[src/rtl/fp_share_arbiter.sv]
// fp_share_arbiter: two-requester scheduler for the single shared fp add/sub unit.
// Round-robin arbitration with an optional exclusive lock per requester. The
// unit's operands and mode are registered here, and a {valid, id} tag pipeline
// that matches the unit latency routes each result back to the requester that
// issued it.
//
// Ports:
//   i_clock            system clock, rising edge
//   i_reset            synchronous, active-low reset
//   i_rX_req           requester X wants one operation this cycle
//   i_rX_lock          requester X asks for exclusive ownership
//   i_rX_in1/in2/mode  requester X operands and mode (0 add, 1 subtract)
//   o_rX_gnt           requester X operation accepted this cycle
//   o_rX_rvalid        o_rX_result is valid this cycle
//   o_rX_result        result for requester X, zero when not valid
//   o_fp_in1/in2/mode  registered operands and mode driven to the fp unit
//   i_fp_out           fp unit result
//   o_busy             an operation is in flight, or a lock is held
module fp_share_arbiter #(
    parameter int unsigned FP_LAT = 0
) (
    input  logic        i_clock,
    input  logic        i_reset,
    input  logic        i_r0_req,
    input  logic        i_r0_lock,
    input  logic [47:0] i_r0_in1,
    input  logic [47:0] i_r0_in2,
    input  logic        i_r0_mode,
    output logic        o_r0_gnt,
    output logic        o_r0_rvalid,
    output logic [47:0] o_r0_result,
    input  logic        i_r1_req,
    input  logic        i_r1_lock,
    input  logic [47:0] i_r1_in1,
    input  logic [47:0] i_r1_in2,
    input  logic        i_r1_mode,
    output logic        o_r1_gnt,
    output logic        o_r1_rvalid,
    output logic [47:0] o_r1_result,
    output logic [47:0] o_fp_in1,
    output logic [47:0] o_fp_in2,
    output logic        o_fp_mode,
    input  logic [47:0] i_fp_out,
    output logic        o_busy
);

    localparam int unsigned DW = 48;
    localparam int unsigned TW = FP_LAT + 1;

    typedef enum logic [1:0] {
        ST_IDLE  = 2'd0,
        ST_LOCK0 = 2'd1,
        ST_LOCK1 = 2'd2
    } state_t;

    state_t          r_state;
    state_t          w_next_state;
    logic            r_last_win;
    logic [DW-1:0]   r_fp_in1;
    logic [DW-1:0]   r_fp_in2;
    logic            r_fp_mode;
    logic [TW-1:0]   r_tag_vld;
    logic [TW-1:0]   r_tag_id;

    logic            w_gnt0;
    logic            w_gnt1;
    logic            w_gnt_any;
    logic            w_out_vld;
    logic            w_out_id;

    // Grant decision and next lock state. A held lock short-circuits the
    // round-robin; a dropped lock falls through and is arbitrated as IDLE in
    // the same cycle.
    always_comb begin
        w_gnt0       = 1'b0;
        w_gnt1       = 1'b0;
        w_next_state = ST_IDLE;
        if (!i_reset) begin
            w_gnt0       = 1'b0;
            w_gnt1       = 1'b0;
        end else if (r_state == ST_LOCK0 && i_r0_lock) begin
            w_gnt0       = i_r0_req;
            w_next_state = ST_LOCK0;
        end else if (r_state == ST_LOCK1 && i_r1_lock) begin
            w_gnt1       = i_r1_req;
            w_next_state = ST_LOCK1;
        end else begin
            if (i_r0_req && i_r1_req) begin
                // last_win == 1 means r1 won last, so r0 takes this tie
                w_gnt0 = r_last_win;
                w_gnt1 = ~r_last_win;
            end else begin
                w_gnt0 = i_r0_req;
                w_gnt1 = i_r1_req;
            end
            if (w_gnt0 && i_r0_lock) begin
                w_next_state = ST_LOCK0;
            end else if (w_gnt1 && i_r1_lock) begin
                w_next_state = ST_LOCK1;
            end
        end
    end

    assign w_gnt_any = w_gnt0 | w_gnt1;

    // State, round-robin pointer, operand registers and tag pipeline.
    always_ff @(posedge i_clock) begin
        if (!i_reset) begin
            r_state    <= ST_IDLE;
            r_last_win <= 1'b1;
            r_fp_in1   <= '0;
            r_fp_in2   <= '0;
            r_fp_mode  <= 1'b0;
            r_tag_vld  <= '0;
            r_tag_id   <= '0;
        end else begin
            r_state <= w_next_state;
            if (w_gnt_any) begin
                r_last_win <= w_gnt1;
                r_fp_in1   <= w_gnt1 ? i_r1_in1  : i_r0_in1;
                r_fp_in2   <= w_gnt1 ? i_r1_in2  : i_r0_in2;
                r_fp_mode  <= w_gnt1 ? i_r1_mode : i_r0_mode;
            end
            // Shift toward the MSB; the MSB is the output stage.
            r_tag_vld <= TW'({r_tag_vld, w_gnt_any});
            r_tag_id  <= TW'({r_tag_id, w_gnt1});
        end
    end

    assign w_out_vld = r_tag_vld[TW-1];
    assign w_out_id  = r_tag_id[TW-1];

    assign o_r0_gnt    = w_gnt0;
    assign o_r1_gnt    = w_gnt1;
    assign o_r0_rvalid = w_out_vld & ~w_out_id;
    assign o_r1_rvalid = w_out_vld &  w_out_id;
    assign o_r0_result = o_r0_rvalid ? i_fp_out : '0;
    assign o_r1_result = o_r1_rvalid ? i_fp_out : '0;

    assign o_fp_in1  = r_fp_in1;
    assign o_fp_in2  = r_fp_in2;
    assign o_fp_mode = r_fp_mode;
    assign o_busy    = (|r_tag_vld) | (r_state != ST_IDLE);

endmodule

[config.mk]
export PLATFORM = sky130hd
export DESIGN_NAME = fp_share_arbiter
export DESIGN_NICKNAME = d
export VERILOG_FILES = /design/src/rtl/fp_share_arbiter.sv
export SDC_FILE = /design/constraint.sdc
export NUM_CORES = 1
export LEC_CHECK = 0
export BUFFER_PORTS_ARGS = -buffer_cell sky130_fd_sc_hd__buf_2
export CORE_AREA = 2 2 173 175
export CTS_BUF_LIST = sky130_fd_sc_hd__clkbuf_8
export DETAILED_ROUTE_END_ITERATION = 10
export DIE_AREA = 0 0 175 177
export PLACE_DENSITY = 0.51
export SLEW_MARGIN = 20
export SYNTH_ARGS = -nofsm -noshare
export SYNTH_HDL_FRONTEND = slang
export SYNTH_SLANG_ARGS = --single-unit
[constraint.sdc]
create_clock -name i_clock -period 2.2 [get_ports i_clock]
set_input_delay 0.33 -clock i_clock [delete_from_list [all_inputs] [get_ports i_clock]]
set_output_delay 0.33 -clock i_clock [all_outputs]
set_load 0.05 [all_outputs]
# Word-level counts from Yosys, hierarchy flattened

Cells that the tools add are included.

Register bits: 102
Bits in latches: 0
RAM bits: 0
Bits in read-only memories: 0
Input bits: 248
Output and inout bits: 198
Word-level logic and storage cells: 47
Memories: 0

$add $sub $neg: 0
$mul: 0
Divide/modulo/power cells: 0
Order comparisons: 0
Equality and inequality tests: 2
Shift-type cells: 0
Mux-type cells: 23
Bitwise operators: 7
Reductions and logical operators: 7

Operators with widths:

| operator                                                              | number |
|---|---|
| 48-bit two-way mux                                                    | 4 |
| 1-bit two-way mux                                                     | 16 |
| 2-bit two-way mux                                                     | 3 |
| 1-bit logical AND                                                     | 5 |
| 1-bit NOT                                                             | 3 |
| 1-bit AND                                                             | 2 |
| 2-bit by 1-bit equality test with 1-bit output, second input constant | 1 |
| 2-bit equality test, second input constant                            | 1 |
| 1-bit bitwise OR                                                      | 2 |
| 2-bit nonzero test                                                    | 1 |
| 2-bit OR reduction                                                    | 1 |

# Logic depth before layout (Yosys ltp)

Gate-level depths: netlist of the first run.

Depth in word-level cells: 10
Mapped depth: 8

# Least setup slack after synthesis of the first run

OpenSTA, ideal clock, no wires.

Path type: input to output
Start point: input i_reset
End point: output o_r0_gnt
Arrival time: 1734 ps
Path slack: 136 ps
Stages on the path: 6
Cells stage by stage: and2_1 -> buf_2 -> a21bo_1 -> buf_4 -> clkbuf_1 -> nor2_1

Longest elaborated chain between the ends: 1

RTL lines:

| what              | line | source |
|---|---|---|
| from (decl)       | 23   | `input logic i_reset,` |
| 1-bit two-way mux | 78   | `if (!i_reset) begin` |
| to (decl)         | 29   | `output logic o_r0_gnt,` |

Every way passes these cells.

# Worst setup path after layout of the first run

Start point: register r_state[0]
End point: output o_r1_gnt

Longest elaborated chain between the ends: 5

RTL lines:

| what                   | line | source |
|---|---|---|
| from (decl)            | 56   | `state_t r_state;` |
| from (signal assigned) | 117  | `r_state <= w_next_state;` |
| 2-bit equality test    | 84   | `end else if (r_state == ST_LOCK1 && i_r1_lock) begin` |
| 1-bit logical AND      | 84   |  |
| 1-bit two-way mux      | 84   |  |
| 1-bit two-way mux (*)  | 81   | `end else if (r_state == ST_LOCK0 && i_r0_lock) begin` |
| 1-bit two-way mux (*)  | 78   |  |
| to (decl)              | 37   | `output logic o_r1_gnt,` |

Mark *: on every way between the ends. The rest lies on a longest branch, timed or not.

==> results of run 1 <==
[sequential cells by signal, indices dropped and copies added, names as in the netlist]
signal and flops:
o_fp_mode 1, r_last_win 1, o_fp_in2 48, r_tag_id 1, o_fp_in1 48, r_state 2
r_tag_vld 1
[critical path: cells and delay by family (launching register included)]
kind	cells	cell delay (ns)
AND/OR/NAND/NOR	1	0.26
buffers and inverters	2	0.30
flip-flops	1	0.50
AO/OA/AOI/OAI	1	0.26
[cell usage in the layout (no fill, tap or decap)]
| cell | instances |
|---|---|
| clkinvlp_4 | 1 |
| o21ai_0 | 165 |
| nor2b_2 | 1 |
| o21ai_1 | 31 |
| inv_8 | 1 |
| nand4_1 | 97 |
| a21oi_1 | 2 |
| and2_4 | 1 |
| a21oi_4 | 1 |
| clkbuf_8 | 10 |
| and3b_1 | 1 |
| nor2b_1 | 1 |
| and2_1 | 49 |
| or3_1 | 1 |
| buf_2 | 442 |
| nand2_4 | 1 |
| nor2_1 | 2 |
| buf_4 | 16 |
| clkinv_2 | 1 |
| a211oi_1 | 2 |
| inv_1 | 2 |
| nand2b_1 | 1 |
| nand2_1 | 5 |
| buf_12 | 12 |
| inv_6 | 3 |
| o2111ai_4 | 1 |
| dfxtp_1 | 102 |
| a21bo_4 | 1 |
| nand2b_2 | 1 |
| nand3b_1 | 1 |
| diode_2 | 5 |
| nand3_1 | 1 |
| and3_1 | 48 |
| a31oi_1 | 98 |
| a21o_4 | 1 |
[cells in the mapped netlist (2+ instances only)]
master    count
inv_1         2
buf_6         2
and2_1       50
clkbuf_2      8
nor2_1        2
o21ai_1      31
buf_4         5
clkbuf_1     67
nand2_1       6
a21oi_1       2
a211oi_1      2
a31oi_1      98
buf_2        17
nand4_1      97
nor2b_1       2
o21ai_0     165
and3_1       48
dfxtp_1     102
[metal layers]
| metal | track usage | part of all wire | up-vias |
|---|---|---|---|
| li1 | - | - | 3488 |
| met3 | 0.0462 | 0.079 | 48 |
| met2 | 0.306 | 0.50 | 385 |
| met4 | 0.0483 | 0.025 | 4 |
| met1 | 0.215 | 0.40 | 3473 |
| met5 | 0 | 0.00094 | - |
[how the worst max path moves through the flow]
| stage | to | cells after the start | start | slack (ns) |
|---|---|---|---|---|
| floorplan | o_r0_gnt | 6 | i_reset | 0.14 |
| finish | o_r1_gnt | 4 | r_state[0]$_SDFF_PN0_ | 0.19 |
| CTS | o_r1_gnt | 4 | r_state[0]$_SDFF_PN0_ | 0.12 |
| global placement | o_fp_in2[21]$_SDFFE_PN0P_ | 5 | r_state[0]$_SDFF_PN0_ | 0.27 |
| global route | o_r1_gnt | 4 | r_state[0]$_SDFF_PN0_ | 0.04 |
| detailed placement | o_fp_in2[15]$_SDFFE_PN0P_ | 5 | r_state[0]$_SDFF_PN0_ | 0.26 |
[power by group through the flow]
stage | clock [uW] | sequential [uW] | combinational (uW)
2_1_floorplan | 0 | 2650 | 828
3_3_place_gp | 0 | 2120 | 2060
3_5_place_dp | 0 | 2120 | 2060
4_1_cts | 1310 | 2080 | 2060
5_1_grt | 1390 | 2100 | 2180
6_report | 1240 | 2080 | 2040
[cell type report]
cell class,instances,area [sq um],area share
Multi-Input combinational cell,513,3010,0.362
Sequential cell,102,2040,0.245
Clock buffer,10,138,0.0165
Timing Repair Buffer,470,2570,0.309
Antenna cell,5,12.5,0.00150
Tap cell,390,488,0.0586
Clock inverter,6,50.0,0.00602
Inverter,2,7.51,0.000902
[stage by stage]
stage | util | cell area (sq um) | setup WS, ns | std cells
3_3_place_gp | 0.277 | 8110 | 0.273 | 1476
2_1_floorplan | - | 5470 | 0.136 | 717
3_5_place_dp | 0.277 | 8110 | 0.257 | 1476
4_1_cts | 0.284 | 8310 | 0.121 | 1493
5_1_grt | 0.284 | 8310 | 0.0390 | 1495
6_report | 0.285 | 8320 | 0.186 | 1498
[kinds of logic (layout without fill, tap and decap cells)]
logic type / Yosys count / after routing / synth area share
buf+inv: 102 / 488 / 0.0818
flops: 102 / 102 / 0.373
compound gates: 302 / 302 / 0.307
other cells: 0 / 5 / 0
simple gates: 211 / 211 / 0.238
==> flow_metrics.env, run 1 <==
export IMPL_outcome="finished clean"
export IMPL_wirelength_microns=28700
export IMPL_post_route_min_period_ns=2.01
export IMPL_max_freq_mhz=497
export IMPL_grt_max_degree=98
export IMPL_syn_nets=965
export IMPL_arrival_ns=1.68
export IMPL_hold_path_depth=3
export IMPL_synth_edf_count=0
export IMPL_yosysUniqueCellTypes=29
export IMPL_hpwlAfterDp_microns=20800
export IMPL_nFillCells=3251
export IMPL_grt_pass1_wl_microns=42200
export IMPL_reg2regPathDepth=6
export IMPL_root_buffer="clkbuf_8"
export IMPL_crit_type="register to output port"
export IMPL_clkPwrFrac=0.231
export IMPL_syn_inst=717
export IMPL_grt_pass1_vias=6802
export IMPL_holdWs_ns=0.195
export IMPL_switching_power_uw=2330
export IMPL_postCtsHoldBufs=0
export IMPL_ant_nets=0
export IMPL_syn_area_per_cell_sq_um=7.63
export IMPL_finalHoldViolCount=0
export IMPL_skew_ns=0.0217
export IMPL_core_area_sq_mm=0.0292
export IMPL_synth_top_cell_by_area="dfxtp_1"
export IMPL_start_util=0.187
export IMPL_rsz0062_at_grt="false"
export IMPL_worstReg2RegEnd="o_fp_in2[15]$_SDFFE_PN0P_"
export IMPL_p_comb_frac=0.381
export IMPL_hold_start="i_r0_in2[36]"
export IMPL_finalPower_uw=5360
export IMPL_tightestPinTransition_ns=0.755
export IMPL_p_per_area_mw_per_mm2=645
export IMPL_drive_gt1_frac=0.448
export IMPL_critical_path_slowest_cell="dfxtp_1"
export IMPL_io_buffers=445
export IMPL_endpoint_kind="output port"
export IMPL_regToRegSetupSlack_ns=0.27
export IMPL_dr_total_vias=7398
export IMPL_synth_seq_cells=102
export IMPL_yosys_warnings=0
export IMPL_cts_sinks=102
export IMPL_worstPathRequired_ns=1.87
export IMPL_gp_congestion=0.846
export IMPL_worstReg2RegStart="r_state[0]$_SDFF_PN0_"
export IMPL_crit_chain="and3b_1, o2111ai_4, inv_1, buf_2"
export IMPL_cts_buffers_inserted=9
export IMPL_die_h_microns=177
export IMPL_rows=63
export IMPL_synth_ff_type="dfxtp_1"
export IMPL_hold_path_class="input pin to register"
export IMPL_maxCapViolations=0
export IMPL_hold_path_end="o_fp_in2[36]$_SDFFE_PN0P_"
export IMPL_finalCritPeriodShare=0.915
export IMPL_final_max_slew_viol_count=0
export IMPL_cell_internal_pwr_uw=3030
export IMPL_relSlewSlack=0.497
export IMPL_viasPerCell=4.94
export IMPL_slowest_delay_ns=0.50
export IMPL_grtUsageTotal=0.176
export IMPL_postCtsSetupBuffers=1
export IMPL_synth_top_cell_area_share=0.373
export IMPL_tns_ns=0
export IMPL_worst_path_max_fanout=7
export IMPL_synth_async_reset_ratio=0
export IMPL_syn_area_sq_mm=0.00547
export IMPL_die_x_microns=175
export IMPL_ir_drop_mv=0.305
export IMPL_sequentialPowerShare=0.388
export IMPL_cts_tree="done"
export IMPL_drtIter0Drc=363
export IMPL_layout_nets=1346
export IMPL_clk_transition_reported_paths_ns=0.13
export IMPL_num_io_pins=446
export IMPL_antenna_found_initial=10
export IMPL_worstSetupStartpointType="register"
export IMPL_area_growth_syn_to_layout_pct=52.0
export IMPL_wire_per_inst_microns=19.1
export IMPL_clockBufferDepth=2
export IMPL_p_leak_uw=0.00403
export IMPL_swShare=0.435
export IMPL_seq_area_frac_synth=0.373
export IMPL_setup_viol=0
export IMPL_cts_max_level=3
export IMPL_grt_overflow_total=0
export IMPL_die_area_sq_mm=0.0310
export IMPL_drc=0
export IMPL_post_cts_resized=0
export IMPL_clock_latency_ns=0.39
export IMPL_yosys_top_cells_area="dfxtp_1 (37%), o21ai_0 (15%), a31oi_1 (11%)"
export IMPL_dr_pass1_iters=5
(Power assumes the default switching activity.)
==> run 2, diff against run 1 <==
Settings changed: CORE_AREA 2 2 173 175 to 2 2 172 174, CTS_BUF_LIST sky130_fd_sc_hd__clkbuf_8 to sky130_fd_sc_hd__clkbuf_4 sky130_fd_sc_hd__clkbuf_8, DIE_AREA 0 0 175 177 to 0 0 174 176, PLACE_DENSITY 0.51 to 0.53, SLEW_MARGIN 20 to unset.
Clock period 2.2 ns to 1.8 ns, I/O delays scaled along.
==> flow_metrics.env, run 2 (same netlist as run 1, synthesis figures left out) <==
export IMPL_outcome="finished, violations left"
export IMPL_violations="setup timing"
export IMPL_postCtsHoldBufs=0
export IMPL_drive_gt1_frac=0.521
export IMPL_worst_path_max_fanout=6
export IMPL_finalHoldViolCount=0
export IMPL_cts_buffers_inserted=9
export IMPL_viasPerCell=5.02
export IMPL_hold_path_class="input pin to register"
export IMPL_start_util=0.192
export IMPL_clockBufferDepth=2
export IMPL_layout_nets=1393
export IMPL_num_antenna_cells=0
export IMPL_grt_pass1_vias=7106
export IMPL_worstSetupStartpointType="register"
export IMPL_io_buffers=445
export IMPL_cts_sinks=102
export IMPL_p_leak_uw=0.00455
export IMPL_skew_ns=0.0162
export IMPL_grt_pass1_wl_microns=42900
export IMPL_relSlewSlack=0.565
export IMPL_finalCritPeriodShare=1.04
export IMPL_max_freq_mhz=534
export IMPL_grtUsageTotal=0.180
export IMPL_area_growth_syn_to_layout_pct=78.5
export IMPL_die_x_microns=174
export IMPL_gp_congestion=0.854
export IMPL_clock_latency_ns=0.38
export IMPL_arrival_ns=1.60
export IMPL_rows=62
export IMPL_hpwlAfterDp_microns=20600
export IMPL_num_io_pins=446
export IMPL_rsz0062_at_grt="true"
export IMPL_post_route_min_period_ns=1.87
export IMPL_ant_nets=0
export IMPL_die_h_microns=176
export IMPL_crit_type="register to output port"
export IMPL_final_common_cell="buf_2"
export IMPL_cts_tree="done"
export IMPL_ir_drop_mv=0.369
export IMPL_drc=0
export IMPL_cts_max_level=3
export IMPL_maxCapViolations=0
export IMPL_final_max_slew_viol_count=0
export IMPL_clk_transition_reported_paths_ns=0.12
export IMPL_root_buffer="clkbuf_8"
export IMPL_layout_setup_ws_ns=-0.0722
export IMPL_worstPathRequired_ns=1.53
export IMPL_drtIter0Drc=462
export IMPL_setup_viol=38
export IMPL_grt_overflow_total=0
export IMPL_regToRegSetupSlack_ns=-0.03
export IMPL_die_area_sq_mm=0.0306
export IMPL_holdWs_ns=0.112
export IMPL_tightestPinTransition_ns=0.653
export IMPL_grt_max_degree=76
export IMPL_p_per_area_mw_per_mm2=730
export IMPL_wire_per_inst_microns=19.8
export IMPL_endpoint_kind="output port"
export IMPL_dr_total_vias=7704
export IMPL_layout_common_cells="buf_2 (352), o21ai_0 (162), a31oi_1 (98), dfxtp_1 (98), nand4_1 (97)"
export IMPL_core_area_sq_mm=0.0285
export IMPL_antenna_found_initial=3
export IMPL_layout_cells_non_filler=1534
export IMPL_wirelength_microns=30300
export IMPL_dr_pass1_iters=7
export IMPL_dp_cells=1492
## run 2: routing by layer
layer	vias up	share of wire	track usage
met5	-	0.00030	0
met4	2	0.024	0.0473
met3	44	0.082	0.0446
met2	426	0.48	0.303
met1	3654	0.41	0.231
li1	3578	-	-
## run 2: final cells by class
type | instances | area, sq um
fillers | 3042 | 18800
flip-flops and latches | 102 | 2050
clock inverters | 6 | 51.3
repair buffers | 517 | 3870
clock buffers | 10 | 138
well taps | 384 | 480
multi-input cells | 513 | 3170
inverters | 2 | 11.3
## run 2: worst paths after layout
| kind | startpoint | end | cells past startpoint |
|---|---|---|---|
| setup / recovery | r_tag_vld$_SDFF_PN0_ | o_r0_result[29] | 6 |
| hold / removal | i_r1_lock | r_state[1]$_SDFF_PP0_ | 3 |
| setup reg to reg | r_state[0]$_SDFF_PN0_ | o_fp_in2[44]$_SDFFE_PN0P_ | 8 |
| hold reg to reg | o_fp_in1[27]$_SDFFE_PN0P_ | o_fp_in1[27]$_SDFFE_PN0P_ | 2 |
## run 2: where the power goes
group / internal [uW] / total [uW] / switching, uW
logic: 1110 / 3060 / 1950
registers: 2450 / 2550 / 96.0
clock network: 570 / 1530 / 960
total: 4130 / 7140 / 3010
## run 2: stage by stage
| step | utilization | TNS (ns) | worst slack, ns | total power (uW) | instance area [sq um] |
|---|---|---|---|---|---|
| finish | 0.342 | -1.05 | -0.0722 | 7140 | 9770 |
| global route | 0.342 | -7.06 | -0.159 | 7470 | 9770 |
| CTS | 0.330 | -2.02 | -0.128 | 7070 | 9420 |
| detailed placement | 0.295 | 0 | 0.0420 | 5190 | 8420 |
| global placement | 0.295 | 0 | 0.112 | 5180 | 8420 |
| floorplan | - | 0 | 0.0205 | 4250 | 5490 |
## run 2: timing repair
action,in CTS,in global routing
cloned,5,2
setup buffers,19,3
resized for setup,175,102
endpoints found under the hold margin,0,0
setup endpoints to repair,89,148
pin swaps,5,18
## run 2: critical path, stage by stage (launching register included)
cell	delay, ns
dfxtp_4	0.39
nor2b_4	0.19
buf_6	0.14
buf_12	0.10
buf_16	0.12
and2_4	0.15
buf_8	0.14
==> run 3, diff against run 2 <==
Settings changed: ABC_AREA set to 1, CORE_AREA 2 2 172 174 to 2 2 174 176, DIE_AREA 0 0 174 176 to 0 0 176 178, PLACE_DENSITY 0.53 to 0.54.
==> flow_metrics.env, run 3 <==
export IMPL_syn_inst=1133
export IMPL_postCtsHoldBufs=0
export IMPL_gp_congestion=0.856
export IMPL_core_area_sq_mm=0.0294
export IMPL_die_x_microns=176
export IMPL_place_ws_ns=0.151
export IMPL_multi_input_area_sq_mm=0.00358
export IMPL_hpwlAfterDp_microns=20200
export IMPL_dr_pass1_iters=5
export IMPL_clock_latency_ns=0.37
export IMPL_crit_type="register to output port"
export IMPL_layout_setup_ws_ns=0.0414
export IMPL_ant_nets=0
export IMPL_layout_nets=1808
export IMPL_grt_overflow_total=0
export IMPL_finalHoldViolCount=0
export IMPL_worstReg2RegStart="r_last_win$_SDFFE_PN1P_"
export IMPL_clockBufferDepth=2
export IMPL_final_common_cell="nand2_1"
export IMPL_worst_path_max_fanout=8
export IMPL_drtIter0Drc=344
export IMPL_layout_common_cells="nand2_1 (394), buf_2 (346), nor2_1 (244), inv_1 (151), nand3_1 (101)"
export IMPL_drive_gt1_frac=0.365
export IMPL_worstPathRequired_ns=1.53
export IMPL_synth_seq_cells=102
export IMPL_seq_area_frac_synth=0.333
export IMPL_grt_pass1_wl_microns=39500
export IMPL_grtUsageTotal=0.161
export IMPL_viasPerCell=4.15
export IMPL_final_max_slew_viol_count=0
export IMPL_cts_max_level=3
export IMPL_finalInstanceArea_sq_mm=0.0104
export IMPL_nFillCells=3231
export IMPL_hold_path_class="input pin to register"
export IMPL_finalCritPeriodShare=0.977
export IMPL_wire_per_inst_microns=14.0
export IMPL_rsz0062_at_grt="true"
export IMPL_grt_pass1_vias=7458
export IMPL_tightestPinTransition_ns=0.354
export IMPL_rows=63
export IMPL_regArea_sq_mm=0.00205
export IMPL_dr_total_vias=8114
export IMPL_critPathLaunch="r_tag_vld$_SDFF_PN0_"
export IMPL_root_buffer="clkbuf_8"
export IMPL_wirelength_microns=27400
export IMPL_yosysMostFrequentCell="nand2_1"
export IMPL_yosysUniqueCellTypes=18
export IMPL_worstReg2RegEnd="o_fp_in2[23]$_SDFFE_PN0P_"
export IMPL_syn_area_per_cell_sq_um=5.40
export IMPL_start_util=0.208
export IMPL_synth_top_cell_area_share=0.333
export IMPL_synth_async_reset_ratio=0
export IMPL_p_per_area_mw_per_mm2=734
export IMPL_cts_sinks=102
export IMPL_ir_drop_mv=0.273
export IMPL_p_leak_uw=0.00597
export IMPL_die_area_sq_mm=0.0313
export IMPL_num_io_pins=446
export IMPL_syn_area_sq_mm=0.00612
export IMPL_maxCapViolations=0
export IMPL_setup_viol=0
export IMPL_max_freq_mhz=569
export IMPL_grt_max_degree=66
export IMPL_area_growth_syn_to_layout_pct=70.1
export IMPL_relSlewSlack=0.764
export IMPL_post_route_min_period_ns=1.76
export IMPL_num_antenna_cells=0
export IMPL_reg2regPathDepth=8
export IMPL_yosys_top_cells_area="dfxtp_1 (33%), nand2_1 (24%), nor2_1 (18%)"
export IMPL_syn_nets=1381
export IMPL_arrival_ns=1.49
export IMPL_drc=0
export IMPL_synth_edf_count=0
export IMPL_crit_end="o_r0_result[44]"
export IMPL_worstSetupStartpointType="register"
export IMPL_skew_ns=0.0127
export IMPL_cts_buffers_inserted=9
export IMPL_outcome="finished clean"
export IMPL_holdWs_ns=0.185
export IMPL_die_h_microns=178
export IMPL_yosys_warnings=0
export IMPL_placed_cell_area_sq_mm=0.00926
export IMPL_synth_ff_type="dfxtp_1"
export IMPL_synth_top_cell_by_area="dfxtp_1"
export IMPL_cts_tree="done"
export IMPL_io_buffers=445
export IMPL_synth_common_cells="nand2_1 (396), nor2_1 (296), inv_1 (154)"
export IMPL_clk_transition_reported_paths_ns=0.11
export IMPL_antenna_found_initial=0
export IMPL_regToRegSetupSlack_ns=0.16
export IMPL_endpoint_kind="output port"
[run 3: cell types whose count changed after synthesis, sizes merged, moves of 15 or more]
cell    before  now
nand3        1  104
nor2         2  298
o21ai      196    0
and3        48    0
buf         25   40
a31oi       98    1
and2        50    0
nand2        6  397
clkbuf      75   32
nand4       97    1
inv          2  154
[run 3: final cells by class]
class / instances / area share
well taps: 390 / 0.0468
flip-flops and latches: 102 / 0.196
clock buffers: 10 / 0.0126
repair buffers: 487 / 0.339
inverters: 154 / 0.0564
repair inverters: 1 / 0.000360
clock inverters: 6 / 0.00432
multi-input cells: 805 / 0.344
[run 3: metrics by stage]
stage	TNS [ns]	util	std cells	total power [uW]
after floorplan	-2.64	-	1133	4910
after global placement	0	0.315	1925	5920
after detailed placement	0	0.315	1925	5940
after CTS	0	0.333	1946	7560
after global routing	-1.30	0.354	1955	8130
final	0	0.354	1955	7640
[run 3: worst min-delay path by stage]
stage | slack (ns) | startpoint | cells after the start | end
after floorplan | 0.42 | i_reset | 2 | r_state[0]$_SDFF_PN0_
after global placement | 0.53 | o_fp_in1[18]$_SDFFE_PN0P_ | 4 | o_fp_in1[18]$_SDFFE_PN0P_
after detailed placement | 0.53 | o_fp_in1[30]$_SDFFE_PN0P_ | 4 | o_fp_in1[30]$_SDFFE_PN0P_
after CTS | 0.15 | i_reset | 2 | r_last_win$_SDFFE_PN1P_
after global routing | 0.18 | i_r0_in1[14] | 5 | o_fp_in1[14]$_SDFFE_PN0P_
final | 0.18 | i_reset | 2 | r_last_win$_SDFFE_PN1P_
[run 3: routing by layer]
metal | vias to the layer above | share of wire | track usage
met2 | 290 | 0.53 | 0.312
met3 | 32 | 0.055 | 0.0266
met4 | 0 | 0.028 | 0.0496
met1 | 3628 | 0.39 | 0.179
li1 | 4164 | - | -
met5 | - | 0 | 0
[run 3: what timing repair did]
action                                  4_1_cts  5_1_grt
endpoints found under the setup margin       52      104
pin swaps                                     1        9
gates resized for setup                     109      162
cloned                                        2        5
buffers inserted                              3        4
[run 3: where the power goes]
group	switching (uW)	internal, uW
combinational	2440	1160
sequential	112	2490
clock	902	528
total	3460	4190
[run 3: cell families after synthesis]
group	after synthesis	share of synthesized area
buffers and inverters	226	0.146
flip-flops	102	0.333
AO/OA/AOI/OAI	4	0.00572
AND/OR/NAND/NOR	801	0.515
[run 3: worst max-delay path, stage by stage, from the launching register on]
cell and delay (ns):
dfxtp_2 0.35, inv_2 0.05, nor2_4 0.16, inv_8 0.10, clkbuf_16 0.19, nor2_4 0.09, buf_6 0.16
